### src/rtl/equal_seq_ctrl.sv
// rtl/equal_seq_ctrl.sv - slice-serial equality checker with start/busy/done handshake and early exit
module equal_seq_ctrl #(
  parameter int WIDTH = 16,
  parameter int SLICE = 2,
  localparam int N  = WIDTH / SLICE,
  localparam int IW = (N > 1) ? $clog2(N) : 1,
  localparam int CW = $clog2(N) + 1
) (
  input  logic             clk,
  input  logic             reset,
  input  logic             start_in,
  input  logic [WIDTH-1:0] a_in,
  input  logic [WIDTH-1:0] b_in,
  output logic             busy_out,
  output logic             done_out,
  output logic             equal_out,
  output logic [CW-1:0]    slices_out
);

  // Operand width must split into whole slices.
  if ((SLICE < 1) || (WIDTH % SLICE != 0)) begin : g_bad_param
    $error("equal_seq_ctrl: WIDTH must be a non-zero multiple of SLICE");
  end

  typedef enum logic [1:0] {
    S_IDLE    = 2'd0,
    S_COMPARE = 2'd1,
    S_DONE    = 2'd2
  } state_t;

  state_t           state;
  state_t           state_next;

  // Operands are held as shift registers: the slice under test is always
  // the low SLICE bits, so slice i of the latched word sits there after i shifts.
  logic [WIDTH-1:0] a_q;
  logic [WIDTH-1:0] b_q;
  logic [IW-1:0]    idx;

  logic             slice_match;
  logic             last_slice;
  logic             accept;
  logic             finish;

  assign slice_match = ~|(a_q[SLICE-1:0] ^ b_q[SLICE-1:0]);
  assign last_slice  = (idx == IW'(N - 1));

  // A start is only honoured outside COMPARE; DONE -> COMPARE is back-to-back.
  assign accept = start_in && (state != S_COMPARE);

  // Compare ends on the first mismatching slice or after the last slice matches.
  assign finish = (state == S_COMPARE) && (!slice_match || last_slice);

  // State register.
  always_ff @(posedge clk) begin
    if (reset) begin
      state <= S_IDLE;
    end else begin
      state <= state_next;
    end
  end

  // Next-state selection.
  always_comb begin
    state_next = state;
    unique case (state)
      S_IDLE:    state_next = start_in ? S_COMPARE : S_IDLE;
      S_COMPARE: state_next = finish ? S_DONE : S_COMPARE;
      S_DONE:    state_next = start_in ? S_COMPARE : S_IDLE;
      default:   state_next = S_IDLE;
    endcase
  end

  // Handshake outputs decode the state register only, so no input reaches them.
  always_comb begin
    busy_out = 1'b0;
    done_out = 1'b0;
    unique case (state)
      S_COMPARE: busy_out = 1'b1;
      S_DONE:    done_out = 1'b1;
      default: begin
        busy_out = 1'b0;
        done_out = 1'b0;
      end
    endcase
  end

  // Operand capture, slice stepping and result registers.
  always_ff @(posedge clk) begin
    if (reset) begin
      a_q        <= '0;
      b_q        <= '0;
      idx        <= '0;
      equal_out  <= 1'b0;
      slices_out <= '0;
    end else if (accept) begin
      a_q <= a_in;
      b_q <= b_in;
      idx <= '0;
    end else if (state == S_COMPARE) begin
      if (finish) begin
        // slice_match here is 1 only when the final slice matched too.
        equal_out  <= slice_match;
        slices_out <= CW'(idx) + CW'(1);
      end else begin
        a_q <= a_q >> SLICE;
        b_q <= b_q >> SLICE;
        idx <= idx + IW'(1);
      end
    end
  end

endmodule

### config.mk
export PLATFORM = sky130hd
export DESIGN_NAME = equal_seq_ctrl
export DESIGN_NICKNAME = d
export VERILOG_FILES = /design/src/rtl/equal_seq_ctrl.sv
export SDC_FILE = /design/constraint.sdc
export NUM_CORES = 1
export LEC_CHECK = 0
export BUFFER_PORTS_ARGS = -buffer_cell sky130_fd_sc_hd__buf_2
export CORE_UTILIZATION = 47
export DETAILED_ROUTE_END_ITERATION = 16
export HOLD_SLACK_MARGIN = 0.1
export PLACE_DENSITY = 0.78
export REMOVE_ABC_BUFFERS = 1
export SLEW_MARGIN = 0
export SYNTH_ARGS = -nofsm -noshare
export SYNTH_HDL_FRONTEND = slang
export SYNTH_SLANG_ARGS = --single-unit
export TNS_END_PERCENT = 20
### constraint.sdc
create_clock -name clk -period 1.8 [get_ports clk]
set_input_delay 0.27 -clock clk [delete_from_list [all_inputs] [get_ports clk]]
set_output_delay 0.27 -clock clk [all_outputs]
set_load 0.1 [all_outputs]
==> impl_metrics.tcl <==
set metrics [dict create \
    drt_iter0_markers 73 \
    antennaDiodeCount 0 \
    syn_area_mm2 0.00175 \
    leakage_nw 0.873 \
    core.rowCount 21 \
    crit_slowest_cell "o31ai_4" \
    regToRegSetupSlack_ns 0.05 \
    avgViaCountPerCell 5.51 \
    grt_pass1_wl_um 6400 \
    clockBufferDepth 2 \
    fin_crit_sh_pct 97.1 \
    cp_common_cell "ha_4" \
    antenna_found_initial 0 \
    cts_buffers 5 \
    power.density_mw_per_mm2 921 \
    start_kind "register" \
    dp.cells 270 \
    required_ns 1.97 \
    syn_inst 190 \
    drc 0 \
    worstPathMaxFanout 7 \
    first_global_vias 1434 \
    fmax_mhz 572 \
    synth.avg_cell_area_um2 9.22 \
    setup.worst_path.end_class "register" \
    path_buf_inv 2 \
    final_antenna_net_count 0 \
    clock_skew_ns 0.00555 \
    reg2reg_from "idx[1]" \
    layout-drive-gt1-share_pct 29.2 \
    worstSetupPathType "register to register" \
    clk_pin_slew_worst_paths_ns 0.07 \
    dieHeight_um 63.1 \
    outcome "finished, final reports clean" \
    tns_ns 0 \
    cts_tree "yes" \
    synth_compound_area_share_pct 25.5 \
    stdcell_count 282 \
    layout.nets 273 \
    r2r-end "slices_out[2]" \
    hold_violations 0 \
    hold_depth 3 \
    synth_warnings 0 \
    max_stage_delay_ns 0.39 \
    slew_viol_final 0 \
    clkSinkCount 42 \
    yosysSeqAreaShare_pct 48.0 \
    pin_count 42 \
    cpLargestDelayFamily "compound AO/OA/AOI/OAI gates" \
    grt_max_degree 36 \
    drv_cap 0 \
    path_cells "ha_4 -> ha_4 -> buf_6 -> buf_4 -> o31ai_4 -> mux2i_1 -> nor2_1" \
    gp_congestion 0.812 \
    vdd_drop_max_mv 0.493 \
    grt_overflow 0 \
    worstRegToRegCells 7 \
    mostFrequentLayoutCells "dfxtp_1, buf_2, a21oi_1, nand2_1, a22oi_1" \
    yosys.area_share.simple_pct 15.4 \
    tightest_slew_ns 0.670 \
    worstHoldPathType "primary input to register" \
    die_x_um 63.1 \
    finalSetupViolations 0 \
    arrival_ns 1.92 \
    initial_core_util_pct 50.9 \
    crit_start "idx[1]" \
    synth_top_family_by_area "compound AO/OA/AOI/OAI gates" \
    core-area_mm2 0.00344 \
    yosysTopAreaCell "dfxtp_1" \
    cts_root_buf "clkbuf_8" \
    grt_util_all_layers_pct 20.9 \
    wl_per_cell_um 13.9 \
    io_buffers 41 \
    synth.distinct_cells 28 \
    synthMuxAreaShare_pct 2.29 \
    clk_latency_ns 0.30 \
    whs_endpoint "a_q[14]" \
    post-route-min-period_ns 1.75 \
    slew_headroom_pct 55.0 \
    h-tree-depth 2 \
    vias 1554 \
    synthAdderAreaFrac_pct 1.43 \
    synth_xor_area_share_pct 2.50 \
    wl_um 3920 \
    worstHoldStart "a_in[14]" \
    cp.depth 7 \
    rsz0062_at_grt "true" \
    dieArea_mm2 0.00398 \
    drt-pass1-iter-count 4 \
    ys_top_cells_by_area "dfxtp_1, a22oi_1, a21oi_1" \
    yosysTopAreaCellShare_pct 48.0 \
    syn2layout_area_growth_pct 25.1 \
    synth-seq-cells 42 \
    hpwl_um 2400 \
]
timing repair:
item                                    4_1_cts  5_1_grt
endpoints found under the setup margin       28       36
hold endpoints to repair                      0        0
gates resized for setup                       0       18
hold buffers                                  0        0
cloned                                        1        2
setup buffers                                 0        2
pin swaps                                     1        5
metal layers:
layer / wire length [um] / vias to the layer above / global-route usage, % / part of all wire [%]
met3: 225 / 6 / 3.80 / 5.7
met1: 1710 / 724 / 24.3 / 44
li1: - / 779 / - / -
met4: 65 / 0 / 14.0 / 1.7
met2: 1910 / 45 / 34.9 / 49
met5: 0 / - / 0 / 0
registers in the layout, summed over array words and instances (netlist names):
register and cells:
b_q 16, state 2, equal_out 1, slices_out 4
a_q 16, idx 3
synthesized netlist by cell type (all sizes together):
cell type,number
a21oi,36
a22oi,28
a32oi,1
and2,1
buf,9
clkbuf,5
dfxtp,42
ha,2
inv,1
mux2i,4
nand2,34
nand2b,2
nand3,6
nand3b,1
nor2,3
nor2b,1
nor3,4
nor3b,1
nor4,1
o31ai,2
or2,1
xnor2,3
xor2,2
power breakdown:
| group | switching [mW] | internal (mW) |
|---|---|---|
| Sequential | 0.0393 | 0.994 |
| Clock | 0.297 | 0.267 |
| Combinational | 0.260 | 0.161 |
layout make-up:
| class | count | area [um^2] |
|---|---|---|
| repair buffers | 52 | 318 |
| multi-input cells | 134 | 893 |
| clock buffers | 7 | 76.3 |
| fillers | 303 | 1250 |
| inverters | 1 | 3.75 |
| well taps | 46 | 57.6 |
| flip-flops and latches | 42 | 843 |
stage by stage:
stage	total power, mW	util (%)	hold slack [ns]	instance area [um^2]	setup slack (ns)
6_report	2.02	63.7	0.217	2190	0.0525
4_1_cts	2.00	60.7	0.207	2090	-0.0603
5_1_grt	2.12	63.7	0.220	2190	-0.0268
2_1_floorplan	1.29	-	0.339	1670	-0.394
3_3_place_gp	1.42	58.0	0.438	2000	0.0199
3_5_place_dp	1.42	58.0	0.447	2000	-0.0548
logic make-up (layout without fill, tap and decap cells):
kind of cell,count (synthesis),after routing
mux,4,4
flops,42,42
buf+inv,15,60
simple gates,55,55
compound gates,67,68
fa+ha+maj,2,2
xor+xnor,5,5
tightest hold or removal path: stages:
cell	delay, ns
buf_2	0.10
nand2_1	0.05
a21oi_1	0.05
worst max-delay path by stage:
stage	end	slack (ns)
after floorplan	idx[1]	-0.39
after global placement	b_q[11]	0.02
after detailed placement	a_q[8]	-0.05
after CTS	a_q[0]	-0.06
after global routing	a_q[13]	-0.03
final	slices_out[2]	0.05
Power figures use the tool's default switching activity.
